File: src/rtl/rf_arb_pkg.sv
// Shared constants and state encoding for the register-file access arbiter.
package rf_arb_pkg;
  localparam int DATA_W = 32;
  localparam int ADDR_W = 3;

  typedef enum logic [1:0] {
    IDLE   = 2'b00,
    ACCESS = 2'b01,
    RESP   = 2'b10
  } state_t;

  localparam logic REQ0 = 1'b0;
  localparam logic REQ1 = 1'b1;
endpackage

File: src/rtl/rr_arb2.sv
// Two-way combinational winner pick. Define RF_ARB_FIXED_PRIO_EN for fixed
// priority (req0 always wins); default build is round-robin on last_grant.
module rr_arb2
  import rf_arb_pkg::*;
(
  input  logic req0,
  input  logic req1,
  input  logic last_grant,
  output logic winner
);
`ifdef RF_ARB_FIXED_PRIO_EN
  logic unused_last_grant;
  assign unused_last_grant = last_grant;

  always_comb begin
    winner = req0 ? REQ0 : (req1 ? REQ1 : REQ0);
  end
`else
  always_comb begin
    if (req0 && req1) begin
      winner = ~last_grant;
    end else if (req1) begin
      winner = REQ1;
    end else begin
      winner = REQ0;
    end
  end
`endif
endmodule

File: src/rtl/rf_access_arbiter.sv
// Shares one write port and one read port of an 8x32 register file between
// two req/ack masters. Arbitration policy is set inside rr_arb2.
module rf_access_arbiter #(
  parameter int DATA_W = rf_arb_pkg::DATA_W,
  parameter int ADDR_W = rf_arb_pkg::ADDR_W
) (
  input  logic              clk,
  input  logic              reset_n,
  input  logic              req0,
  input  logic              req1,
  input  logic              we0,
  input  logic              we1,
  input  logic [ADDR_W-1:0] addr0,
  input  logic [ADDR_W-1:0] addr1,
  input  logic [DATA_W-1:0] wdata0,
  input  logic [DATA_W-1:0] wdata1,
  output logic              ack0,
  output logic              ack1,
  output logic [DATA_W-1:0] rdata,
  output logic              busy,
  output logic [ADDR_W-1:0] rf_wAddr,
  output logic [DATA_W-1:0] rf_wData,
  output logic              rf_we,
  output logic [ADDR_W-1:0] rf_rAddr,
  input  logic [DATA_W-1:0] rf_rData
);
  import rf_arb_pkg::*;

  state_t              state_reg;
  logic                win_reg;
  logic                we_reg;
  logic [ADDR_W-1:0]   addr_reg;
  logic [DATA_W-1:0]   wdata_reg;
  logic                last_grant_reg;
  logic                pick;

  rr_arb2 u_rr_arb2 (
    .req0       (req0),
    .req1       (req1),
    .last_grant (last_grant_reg),
    .winner     (pick)
  );

  // Outputs are registered, so the port activity decided in a state becomes
  // visible in the following cycle: rf ports in the cycle after ACCESS,
  // ack/rdata in the cycle after RESP.
  always_ff @(posedge clk) begin
    if (!reset_n) begin
      state_reg      <= IDLE;
      ack0           <= 1'b0;
      ack1           <= 1'b0;
      rf_we          <= 1'b0;
      rf_wAddr       <= '0;
      rf_wData       <= '0;
      rf_rAddr       <= '0;
      rdata          <= '0;
      busy           <= 1'b0;
      last_grant_reg <= REQ1;
      win_reg        <= REQ0;
      we_reg         <= 1'b0;
      addr_reg       <= '0;
      wdata_reg      <= '0;
    end else begin
      ack0  <= 1'b0;
      ack1  <= 1'b0;
      rf_we <= 1'b0;
      case (state_reg)
        IDLE: begin
          if (req0 || req1) begin
            win_reg   <= pick;
            we_reg    <= (pick == REQ1) ? we1 : we0;
            addr_reg  <= (pick == REQ1) ? addr1 : addr0;
            wdata_reg <= (pick == REQ1) ? wdata1 : wdata0;
            state_reg <= ACCESS;
            busy      <= 1'b1;
          end
        end
        ACCESS: begin
          if (we_reg) begin
            rf_we    <= 1'b1;
            rf_wAddr <= addr_reg;
            rf_wData <= wdata_reg;
          end else begin
            rf_rAddr <= addr_reg;
          end
          state_reg <= RESP;
        end
        RESP: begin
          if (!we_reg) begin
            rdata <= rf_rData;
          end
          ack0           <= (win_reg == REQ0);
          ack1           <= (win_reg == REQ1);
          last_grant_reg <= win_reg;
          state_reg      <= IDLE;
          busy           <= 1'b0;
        end
        default: begin
          state_reg <= IDLE;
          busy      <= 1'b0;
        end
      endcase
    end
  end
endmodule

File: config.mk
export PLATFORM = sky130hd
export DESIGN_NAME = rf_access_arbiter
export DESIGN_NICKNAME = d
export VERILOG_FILES = /design/src/rtl/rf_arb_pkg.sv /design/src/rtl/rr_arb2.sv /design/src/rtl/rf_access_arbiter.sv
export SDC_FILE = /design/constraint.sdc
export NUM_CORES = 1
export LEC_CHECK = 0
export ABC_AREA = 1
export CELL_PAD_IN_SITES_DETAIL_PLACEMENT = 1
export CELL_PAD_IN_SITES_GLOBAL_PLACEMENT = 1
export CORE_UTILIZATION = 33
export CTS_CLUSTER_SIZE = 40
export DETAILED_ROUTE_END_ITERATION = 12
export PLACE_DENSITY_LB_ADDON = 0.1
export RECOVER_POWER = 100
export SETUP_SLACK_MARGIN = 0.3
export SYNTH_ARGS = -nofsm -noshare
export SYNTH_HDL_FRONTEND = slang
export SYNTH_SLANG_ARGS = --single-unit
File: constraint.sdc
create_clock -name clk -period 3.2 [get_ports clk]
set_clock_uncertainty 0.1 [all_clocks]
set_input_delay 0.32 -clock clk [delete_from_list [all_inputs] [get_ports clk]]
set_output_delay 0.32 -clock clk [all_outputs]
set_load 0.02 [all_outputs]
==> results summary, run 1 <==
After legalization and detailed placement, the total HPWL measured slightly above 10,000 um. The worst slew slack as a fraction of its limit is -10.4%. For this run, design rule violations remaining after detail routing come to 0. STA classifies the critical path endpoint as a flip-flop. The worst setup path is of the input pin to flip-flop kind. The count of buffer and inverter cells on the critical path came out at 2.

The count of nets left with antenna violations once routing finished came out at 0. The growth of design area from synthesis to finish came out at 50.9%. The switching power total came out at around 0.0011 W. The number of non-filler instances in the completed layout came out at roughly 1,000. The reported leakage power is about 3.3 nW.

The mean post-synth cell area came out at about 7.0 um2. The number of slew-limit violations in the final report came out at 38. The initial antenna violation count is 0. The final critical-path share of the clock period is 78.2%. The cell occurring most often along the worst timing path is sky130_fd_sc_hd__nor2_1. The share of total power dissipated in the clock network is between 40% and 50%. After clock tree synthesis, the clock-pin slew on the worst setup and hold paths is 50 ps. The run finished, with violations left. In this run the most critical hold path is launched from reset_n. For this design the ratio of total power to cell area is 568 nW/um2. The measured slew at the worst slew-check pin came out at 1660 ps. The maximum vdd ir drop is roughly 0.38 mV. The final-report hold violation count came out at 0.

The critical path's slowest cell is sky130_fd_sc_hd__nand2_1. The endpoint of the worst-slack reg-to-reg timing path is rf_rAddr[1]$_SDFFE_PN0P_. The H-tree generated during clock tree synthesis spans 4 levels. The number of buffers on the longest clock path is 2. The checks that failed: capacitance limit, slew limit. The floorplan die width came out at between 100 and 150 um. The aggregate global-route resource usage is between 20% and 30%. In this run the register-to-register setup slack is 850 ps.

The first-pass iteration count of the detailed router is 4. The origin of the critical flop-to-flop path is we_reg$_SDFFE_PN0P_. The number of global-route vias before repair came to roughly 5,000.

The total of max-cap violations is 1. The post-synthesis cell type count came out at 18. The overall die height is around 120 um. The weighted congestion at the end of routability-driven global placement is between 0.7 and 0.8.

Entering global routing, the biggest net connects 75 pins. The total of cells resized after clock tree synthesis is 0. The area fraction in and, or, nand and nor cells after synthesis came out at a little under a third. The post-synthesis instance area is between 4000 and 5000 um2. For this configuration, the core starts out at a cell density of around 34%. The count of clock tree sinks is about 110. The cell sitting at the root of the clock tree is a sky130_fd_sc_hd__clkbuf_16. The count of input and output buffers is 181. The largest family of logic cells by synthesized area is simple AND/OR/NAND/NOR gates. The starting DRC count in detailed routing came out at between 150 and 200. The compound-cell area share of the yosys netlist is 13.0%. The multiplexer area fraction after synthesis is 0%.

The gate count of the mapped netlist is between 600 and 700. In this run, post-CTS hold repair placed 0 buffers. The final layout contains 960 nets. The upper clock frequency limit is 400 MHz.

The minimum period implied by the final worst setup slack is 2500 ps. The required time of the critical path is between 3000 and 4000 ps. The kind of cell with the highest combined delay along the critical path is buffers and inverters.

The final total power came out at 0.00416 W. The worst hold path was traced through 3 stages. The internal portion of total power came out at 0.00310 W. The number of cells on the worst reg-to-reg path is 5. For the worst-skew pair, the clock arrives at the later sink with an insertion delay of ~410 ps. The CTS tree is built. The total overflow reported by the global router is 0. The end point of the worst hold path is state_reg[1]$_SDFFE_PN0P_.

Synthesis produced a netlist with a net count of between 800 and 900. The flip-flop and latch count after synthesis is between 100 and 150. The worst stage delay on the critical path came out at around 800 ps. The class of the most critical hold timing path is input pin to flip-flop. The post-synthesis share of cell area spent on full adders, half adders and majority gates came out at 0%. The mean routed wirelength per cell came out at roughly 15 um. Of the total synthesized cell area, the portion taken by XOR and XNOR cells is 0%. Of the total power, combinational logic draws roughly 15%. The startpoint type of the worst setup path is an input pin. The top-level port count came out at approximately 180. Buffers added to address setup during post-CTS repair amount to 0. The critical path goes through dlygate4sd3_1 > nand2_1 > buf_4 > a21boi_0 > nor2_1 > nor2_1. Measured on the finished design, the core utilization comes to 51.9%. The fraction of power spent switching nets is 25.3%. The top fanout value on the critical path came out at 46. The final routed wirelength across all metal layers came out at between 15,000 and 20,000 um.

Setup violations remaining at the end of the flow were counted as 0. The TritonCTS buffer count came out at 17. The area of the core region came out at 14,100 um2. The first-pass GRT wire length came out at about 24,000 um.

Leaving out fill and tap cells, the most frequent cells in the layout are 188 x sky130_fd_sc_hd__nand2_1, 116 x sky130_fd_sc_hd__nor2_1, 114 x sky130_fd_sc_hd__dfxtp_1, 104 x sky130_fd_sc_hd__clkdlybuf4s50_1, 75 x sky130_fd_sc_hd__dlygate4sd3_1. The die area came out at roughly 15,000 um2. The sequential element share of the synthesized area is 47.1%. The final setup TNS came out at 0 ps. At the worst endpoint, the arrival time is around 2800 ps. The row count came out at 43. The worst setup timing slack at the placement stage came out at between 700 and 800 ps. The average via count per standard cell came out at approximately 4.7. Setup repair after global routing left no endpoint under its margin.

The share of layout cells above drive strength 1 is between 5 and 6%. The total inserted antenna cells is 0. The total number of vias is around 4,900. The fraction of power consumed by sequential logic came out at 37.9%. After detailed placement, the design holds a cell count of 1,013. The library cell used most frequently in the layout, excluding fill and tap cells, is sky130_fd_sc_hd__nand2_1. The final setup slack of the worst path is between 600 and 700 ps. During synthesis, Yosys emitted a total of 0 warnings.
==> tightest hold or removal path, stage by stage <==
cell                     delay, ps
sky130_fd_sc_hd__buf_2         110
sky130_fd_sc_hd__inv_1          70
sky130_fd_sc_hd__nor2_1         60
==> cells in the mapped netlist <==
library cell | n | area share [%]
sky130_fd_sc_hd__clkbuf_1 | 19 | 1.5
sky130_fd_sc_hd__nor2_4 | 2 | 0.46
sky130_fd_sc_hd__a21boi_0 | 36 | 5.6
sky130_fd_sc_hd__nor2_1 | 115 | 8.9
sky130_fd_sc_hd__inv_2 | 2 | 0.15
sky130_fd_sc_hd__inv_1 | 39 | 3.0
sky130_fd_sc_hd__a21oi_1 | 71 | 7.3
sky130_fd_sc_hd__dfxtp_1 | 114 | 47
sky130_fd_sc_hd__nand3_1 | 71 | 7.3
sky130_fd_sc_hd__o21ai_1 | 1 | 0.10
sky130_fd_sc_hd__nand2_2 | 2 | 0.26
sky130_fd_sc_hd__buf_2 | 25 | 2.6
sky130_fd_sc_hd__nand2_1 | 187 | 14
sky130_fd_sc_hd__nor2_2 | 2 | 0.26
sky130_fd_sc_hd__and2_1 | 1 | 0.13
sky130_fd_sc_hd__buf_1 | 2 | 0.15
sky130_fd_sc_hd__nor3_1 | 1 | 0.10
sky130_fd_sc_hd__buf_4 | 4 | 0.62
==> final cells by class <==
class / count / area, um2
fill: 1764 / 6780
tap: 180 / 225
multi-input combinational: 489 / 2180
sequential: 114 / 2280
inverter: 41 / 154
clock buffer: 22 / 484
clock inverter: 10 / 130
timing repair buffer: 189 / 1850
==> through the flow <==
| stage | area [um2] | hold slack, ps |
|---|---|---|
| after floorplan | 4850 | 303 |
| after global placement | 6720 | 315 |
| after detailed placement | 6720 | 332 |
| after CTS | 7330 | 87.7 |
| after global routing | 7310 | 121 |
| final | 7310 | 97.7 |
==> logic make-up after synthesis <==
| family | after synthesis |
|---|---|
| compound gates | 108 |
| buf+inv | 91 |
| flops | 114 |
| simple gates | 381 |
==> metal layers <==
layer,track usage (%),vias up,part of all wire [%]
li1,-,2511,-
met1,22.9,2281,41
met2,37.2,139,51
met3,6.64,14,7.1
met4,7.08,0,1.1
met5,0,-,0
==> worst max-delay path by stage <==
stage                                          from                          to  slack [ps]  cells past startpoint
after floorplan           state_reg[0]$_SDFFE_PN0P_    rf_wData[3]$_SDFFE_PN0P_        1970                      6
after global placement                         req0    addr_reg[2]$_SDFFE_PN0P_         910                      7
after detailed placement                       req0  wdata_reg[10]$_SDFFE_PN0P_         760                      6
after CTS                 state_reg[1]$_SDFFE_PN0P_      rdata[21]$_SDFFE_PN0P_         930                      6
after global routing                           req0  wdata_reg[10]$_SDFFE_PN0P_         390                      6
final                                          req0  wdata_reg[10]$_SDFFE_PN0P_         700                      6
==> power by group through the flow <==
stage                     logic, W  registers [W]  clock network [W]
final                     0.000640        0.00158            0.00194
after global routing      0.000716        0.00159            0.00206
after CTS                 0.000668        0.00158            0.00199
after detailed placement  0.000661        0.00161                  0
after global placement    0.000642        0.00160                  0
after floorplan           0.000318        0.00164                  0
(Power assumes the default switching activity.)
==> inputs of run 2 (changes only) <==
- CORE_UTILIZATION: 33 -> 30
- clock period: 3.2 -> 2.6 ns (I/O delays scaled with it)
==> results summary, run 2 (synthesis gave the netlist of run 1 again) <==
The critical path in this run is classified as flip-flop to flip-flop. The effective utilization at floorplan came out at 30.6% (-3.8 points). The internal portion of total power came out at 0.00393 W (+27%). The top fanout value on the critical path is 35 (-24%). The worst setup path is launched from a flip-flop. The count of buffer and inverter cells on the critical path is 1 (-1).

The total DRC errors in the routed layout is 0 (unchanged). The overall die height is 129 um (+4.8%). The net total in the final layout was 961 (+0.10%). The final cell area excluding filler cells is 7400 um2 (+1.2%). The final routed wirelength across all metal layers came out at 15,200 um (-0.72%).

The final-report hold violation count came out at 0 (unchanged). The final count of negative-setup-slack endpoints came out at 0 (unchanged). The clock transition at the registers of the reported paths was 50 ps (about the same). The first-pass iteration count of the detailed router came to 5 (+1). The count of cells along the worst hold path came out at 3 (unchanged). The number of cells on the worst reg-to-reg path is 5 (unchanged).

The pin count of the biggest net entering global routing is 73 (-2.7%). The switching power total is 0.00130 W (+23%). The aggregate global-route resource usage came to 18.7% (-2.0 points).

The arrival time at the worst endpoint came out at 2020 ps (-730 ps). The area of the core region is 15,800 um2 (+12%). The total cell area at the placement stage came out at 6780 um2 (+0.97%). The average via count per standard cell came out at 4.54 (-4.0%).

The critical path starts at state_reg[0]$_SDFFE_PN0P_. The total of cells resized after clock tree synthesis is 0 (unchanged). The total of max-cap violations came out at 0 (-1). The upper clock frequency limit came out at approximately 530 MHz. The total overflow reported by the global router came out at 0 (unchanged). The path length in cells of the critical path is 5 (-1). The share of layout cells above drive strength 1 came to 5.31% (+0.11 points). The post-CTS setup buffer count is 0 (unchanged). The source-to-sink clock delay at the later pin of the worst-skew pair came out at 400 ps (about the same). Setup repair after global routing left no endpoint under its margin. The post-route antenna net violation count is 0 (unchanged).

The setup slack on the worst flop-to-flop path was 720 ps (-130 ps). The top-level port count is 182 (unchanged). The tightest min-delay check is of the input pin to flip-flop type. The mean routed wirelength per cell is 14.1 um (-4.1%). The hold-fix buffer count after cts is 0 (unchanged).

The count of clock tree sinks came out at 114 (unchanged). The row count came out at 46 (+7.0%). The number of filler instances in the final layout came out at 1,929 (+9.4%). The floorplan die width is 129 um (+4.8%). The endpoint of the worst-slack reg-to-reg timing path is rf_wData[15]$_SDFFE_PN0P_. The TritonCTS buffer count is 17 (unchanged). The critical path's slowest cell is sky130_fd_sc_hd__nand2_2. Walking the worst path, the cells encountered are inv_1 > nor2_1 > nand2_2 > nor2_1 > a21oi_1.

Among cell families on the critical path, the largest total delay comes from simple AND/OR/NAND/NOR gates. The required time of the critical path was 2740 ps (-710 ps). The origin of the critical flop-to-flop path is state_reg[0]$_SDFFE_PN0P_.

The cell at the root of the clock tree is sky130_fd_sc_hd__clkbuf_16. The total inserted antenna cells was 0 (unchanged). The count of input and output buffers is 181 (unchanged). The placed wire-length estimate came out at 10,300 um (+0.71%). The combinational fraction of design power is 15.2% (-0.2 points). The most numerous cell type found on the critical path is sky130_fd_sc_hd__nor2_1.

The first-pass GRT wire length came out at 24,100 um (about the same). The worst stage delay on the critical path is 520 ps (-300 ps). The final critical-path share of the clock period came out at between 70% and 80%. The reported leakage power came to 3.29 nW (+0.83%). The total number of H-tree levels came to 4 (unchanged).

The power share of the clock group is 47.8% (+1.1 points). In the layout the commonest cells are 186 x sky130_fd_sc_hd__nand2_1, 118 x sky130_fd_sc_hd__nor2_1, 114 x sky130_fd_sc_hd__dfxtp_1, 105 x sky130_fd_sc_hd__clkdlybuf4s50_1, 74 x sky130_fd_sc_hd__dlygate4sd3_1. The worst path in the final design needs a cycle of 1880 ps, including I/O delays and setup. The initial antenna violation count is 1 (+1). The number of buffers on the longest clock path is 2 (unchanged).

The worst slew slack as a fraction of its limit was 38.9% (+49 points). The fraction of power spent switching nets came out at 24.8% (-0.49 points). The die area is 16,700 um2 (+9.8%). The capture point of the critical path is rf_wData[15]$_SDFFE_PN0P_. The number of global-route vias before repair came out at 4,938 (-0.92%). The final total power came out at 0.00523 W (+26%). TritonCTS built the clock tree. The weighted congestion at the end of routability-driven global placement was 0.749 (+3.5%).

The endpoint class of the critical path is a flip-flop. The measured slew at the worst slew-check pin is 917 ps (-739 ps). The maximum vdd ir drop is 0.407 mV (+7.4%). The total number of vias came out at 4,913 (-0.65%). The power density over the cells is 706 nW/um2 (+24%). The starting DRC count in detailed routing is 118 (-26%). The run finished with clean final reports.

The most common cell after layout, fill and taps aside is sky130_fd_sc_hd__nand2_1. The number of slew-limit violations in the final report is 0 (-100%). The growth of design area from synthesis to finish is 52.7%. The fraction of power consumed by sequential logic came out at 37.1% (-0.8 points).

The final setup TNS was 0 ps (unchanged).
## run 2: changes by cell type in the layout (fill, tap and decap cells not counted), sizes merged
cell,delta
buf,+1
bufinv,+1
clkbuf,+1
clkdlybuf4s50,+1
clkinv,-1
clkinvlp,-1
dlygate4sd3,-1
## run 2: how the worst min path moves through the flow
| stage | from | to | slack (ps) |
|---|---|---|---|
| finish | reset_n | win_reg$_SDFFE_PN0P_ | 90 |
| global route | reset_n | wdata_reg[29]$_SDFFE_PN0P_ | 90 |
| global placement | win_reg$_SDFFE_PN0P_ | ack0$_SDFF_PN0_ | 310 |
| detailed placement | win_reg$_SDFFE_PN0P_ | ack0$_SDFF_PN0_ | 340 |
| CTS | reset_n | win_reg$_SDFFE_PN0P_ | 70 |
| floorplan | win_reg$_SDFFE_PN0P_ | ack0$_SDFF_PN0_ | 300 |
## run 2: stage by stage
stage,std cells,hold WS [ps],setup slack (ps),utilization [%]
finish,1082,85.3,720,46.8
detailed placement,1050,336,562,42.8
global route,1082,88.4,462,46.8
floorplan,694,303,1370,-
CTS,1082,67.6,750,46.9
global placement,1050,314,588,42.8
## run 2: routing by layer
layer	up-vias	track usage, %	part of all wire [%]
met1	2253	21.3	43
met3	17	5.24	5.3
met4	2	6.71	1.1
met2	129	33.3	50
li1	2512	-	-
met5	-	0	0.079
## run 2: worst reg2reg max path: stages (launching register included)
cell,delay (ps)
sky130_fd_sc_hd__dfxtp_1,370
sky130_fd_sc_hd__inv_1,90
sky130_fd_sc_hd__nor2_1,290
sky130_fd_sc_hd__nand2_2,520
sky130_fd_sc_hd__nor2_1,270
sky130_fd_sc_hd__a21oi_1,70
## run 2: final cells by class
type	instances	area, um2	share of cell area, %
Clock inverter	9	151	2.05
Sequential cell	114	2280	30.8
Timing Repair Buffer	190	1880	25.4
Multi-Input combinational cell	489	2180	29.4
Tap cell	216	270	3.65
Inverter	41	154	2.08
Clock buffer	23	488	6.59
## run 2: power groups by stage
stage,clock network (W),registers (W),logic (W)
5_1_grt,0.00264,0.00195,0.000887
4_1_cts,0.00255,0.00194,0.000828
2_1_floorplan,0,0.00202,0.000391
3_3_place_gp,0,0.00197,0.000803
3_5_place_dp,0,0.00198,0.000821
6_report,0.00250,0.00194,0.000792
==> inputs of run 3 (changes only) <==
- clock period: 2.6 -> 1.8 ns (I/O delays scaled with it)
==> results summary, run 3 (synthesis gave the netlist of run 1 again) <==
The mean routed wirelength per cell came to 13.9 um (-1.1%). The required time of the critical path came out at 2000 ps (-740 ps). The placed wire-length estimate came to 10,300 um (-0.19%). The first-pass GRT wire length is 24,400 um (+1.3%).

The total DRC errors in the routed layout is 0 (unchanged). The endpoint class of the critical path is a flip-flop. The top-level port count was 182 (unchanged). STA classifies the critical path startpoint as a flip-flop. The arrival time at the worst endpoint is 1660 ps (-360 ps).

The aggregate global-route resource usage was 18.8% (+0.044 points). The final setup TNS came out at 0 ps (unchanged). The number of cells on the worst reg-to-reg path is 6 (+1).

The effective utilization at floorplan came to 30.6% (unchanged). The final total power is 0.00742 W (+42%). The starting DRC count in detailed routing came out at 142 (+20%). The internal portion of total power came out at 0.00559 W (+42%). The clock transition at the registers of the reported paths came out at 50 ps (about the same).

The measured slew at the worst slew-check pin is 468 ps (-449 ps). The switching power total is 0.00183 W (+41%). The minimum period implied by the final worst setup slack came out at 1460 ps (-423 ps). The top fanout value on the critical path is 34 (-2.9%).

The total number of vias came out at 4,997 (+1.7%). Setup repair after global routing left no endpoint under its margin. The floorplan die width came out at 129 um (unchanged). The worst setup path is of the flip-flop to flip-flop kind.

The total overflow reported by the global router was 0 (unchanged). The number of filler instances in the final layout came out at 1,946 (+0.88%). The number of global-route vias before repair is 5,146 (+4.2%). The post-route antenna net violation count came out at 0 (unchanged). In this run the critical register-to-register path is captured at last_grant_reg$_SDFFE_PN1N_. The TritonCTS buffer count came out at 17 (unchanged). The final critical-path share of the clock period is 80.9% (+8.6 points).

The power density over the cells came out at 994 nW/um2 (+41%). The number of buffers on the longest clock path is 2 (unchanged). The count of cells along the worst hold path is 4 (+1). The power share of the clock group came out at 46.5% (-1.3 points). The total inserted antenna cells came out at 0 (unchanged). The maximum vdd ir drop came out at 0.623 mV (+53%). The weighted congestion at the end of routability-driven global placement is 0.759 (+1.4%). The combinational fraction of design power came out at 15.8% (+0.6 points). The fraction of power consumed by sequential logic came out at 37.7% (+0.6 points). The flow ran to the end, and the final reports show no timing, DRC or antenna violations.

The net total in the final layout came out at 972 (+1.1%). The pin count of the biggest net entering global routing came to 74 (+1.4%). The library cell used most frequently in the layout, excluding fill and tap cells, is sky130_fd_sc_hd__nand2_1. The final count of negative-setup-slack endpoints is 0 (unchanged). The area of the core region came out at 15,800 um2 (unchanged). The total number of H-tree levels came to 4 (unchanged). The startpoint identified for the worst register-to-register timing path is state_reg[1]$_SDFFE_PN0P_. The tightest min-delay check is of the input pin to flip-flop type. The final-report hold violation count is 0 (unchanged).

The row count is 46 (unchanged). In the layout the commonest cells are 187 x sky130_fd_sc_hd__nand2_1, 118 x sky130_fd_sc_hd__nor2_1, 114 x sky130_fd_sc_hd__dfxtp_1, 105 x sky130_fd_sc_hd__clkdlybuf4s50_1, 74 x sky130_fd_sc_hd__dlygate4sd2_1. The overall die height came to 129 um (unchanged). The final routed wirelength across all metal layers was 15,200 um (-0.18%). The number of slew-limit violations in the final report came out at 0 (unchanged). The total of max-cap violations came out at 0 (unchanged). The first-pass iteration count of the detailed router is 6 (+1). The count of clock tree sinks came out at 114 (unchanged). The tree is rooted in a sky130_fd_sc_hd__clkbuf_16. TritonCTS built the clock tree. The source-to-sink clock delay at the later pin of the worst-skew pair came out at 410 ps (about the same). The worst slew slack as a fraction of its limit came out at 68.8% (+30 points). The count of input and output buffers came out at 181 (unchanged). The share of layout cells above drive strength 1 is 5.82% (+0.51 points).

The die area is 16,700 um2 (unchanged). The setup slack on the worst flop-to-flop path is 340 ps (-380 ps). The fraction of power spent switching nets was 24.7% (-0.14 points).

The reported leakage power came out at 3.46 nW (+5.3%). The area growth from synthesis to layout is 54.0%. The initial antenna violation count is 0 (-1).

The average via count per standard cell is 4.58 (+0.78%). For hold timing, the worst endpoint is state_reg[0]$_SDFFE_PN0P_. In this run the most critical hold path is launched from req1.

The upper clock frequency limit is 686 MHz (+29%).
-- run 3: worst max-delay path by stage --
stage	start	end	slack, ps	depth (start not counted)
3_3_place_gp	req0	wdata_reg[12]$_SDFFE_PN0P_	180	7
4_1_cts	state_reg[0]$_SDFFE_PN0P_	rf_wAddr[0]$_SDFFE_PN0P_	340	6
6_report	state_reg[1]$_SDFFE_PN0P_	last_grant_reg$_SDFFE_PN1N_	340	6
2_1_floorplan	state_reg[0]$_SDFFE_PN0P_	rf_wData[3]$_SDFFE_PN0P_	570	6
3_5_place_dp	req0	wdata_reg[10]$_SDFFE_PN0P_	130	7
5_1_grt	state_reg[1]$_SDFFE_PN0P_	rdata[13]$_SDFFE_PN0P_	180	6
-- run 3: layout make-up --
| cell class | instances | area (um2) | area share (%) |
|---|---|---|---|
| flip-flops and latches | 114 | 2280 | 30.6 |
| multi-input cells | 489 | 2180 | 29.2 |
| clock buffers | 27 | 513 | 6.87 |
| well taps | 216 | 270 | 3.62 |
| inverters | 41 | 154 | 2.06 |
| clock inverters | 4 | 95.1 | 1.27 |
| repair buffers | 201 | 1970 | 26.4 |
-- run 3: what timing repair did --
item                                    in CTS  in global routing
endpoints found under the setup margin      93                 18
endpoints found under the hold margin        1                  0
resized for setup                           76                  0
pin swaps                                    0                  1
hold buffers                                 1                  0
buffers inserted                             0                  5
-- run 3: through the flow --
stage                     cells  hold slack [ps]  worst slack, ps  util [%]  area, um2
after CTS                  1087              201              342      46.9       7430
after global placement     1055              310              183      43.5       6890
after global routing       1092              242              178      47.2       7460
after detailed placement   1055              336              133      43.5       6890
final                      1092              212              343      47.2       7460
after floorplan             694              244              568         -       4850
-- run 3: power by group through the flow --
stage          registers, W  clock network, W  logic (W)
2_1_floorplan       0.00292                 0   0.000565
3_3_place_gp        0.00284                 0    0.00120
3_5_place_dp        0.00285                 0    0.00122
4_1_cts             0.00280           0.00354    0.00118
5_1_grt             0.00282           0.00364    0.00131
6_report            0.00280           0.00345    0.00117
-- run 3: worst max-delay path, stage by stage, from the launching register on --
cell,delay (ps)
sky130_fd_sc_hd__dfxtp_1,380
sky130_fd_sc_hd__inv_1,110
sky130_fd_sc_hd__nor2_1,230
sky130_fd_sc_hd__buf_12,220
sky130_fd_sc_hd__nand2_1,90
sky130_fd_sc_hd__nor2_1,140
sky130_fd_sc_hd__nor2_1,60
-- run 3: metal layers --
| layer | track usage [%] | vias to the layer above | routed length [um] | part of all wire, % |
|---|---|---|---|---|
| met1 | 21.1 | 2309 | 6790 | 45 |
| li1 | - | 2539 | - | - |
| met4 | 7.75 | 0 | 264 | 1.7 |
| met2 | 34.2 | 127 | 7470 | 49 |
| met3 | 3.96 | 22 | 671 | 4.4 |
| met5 | 0 | - | 0 | 0 |
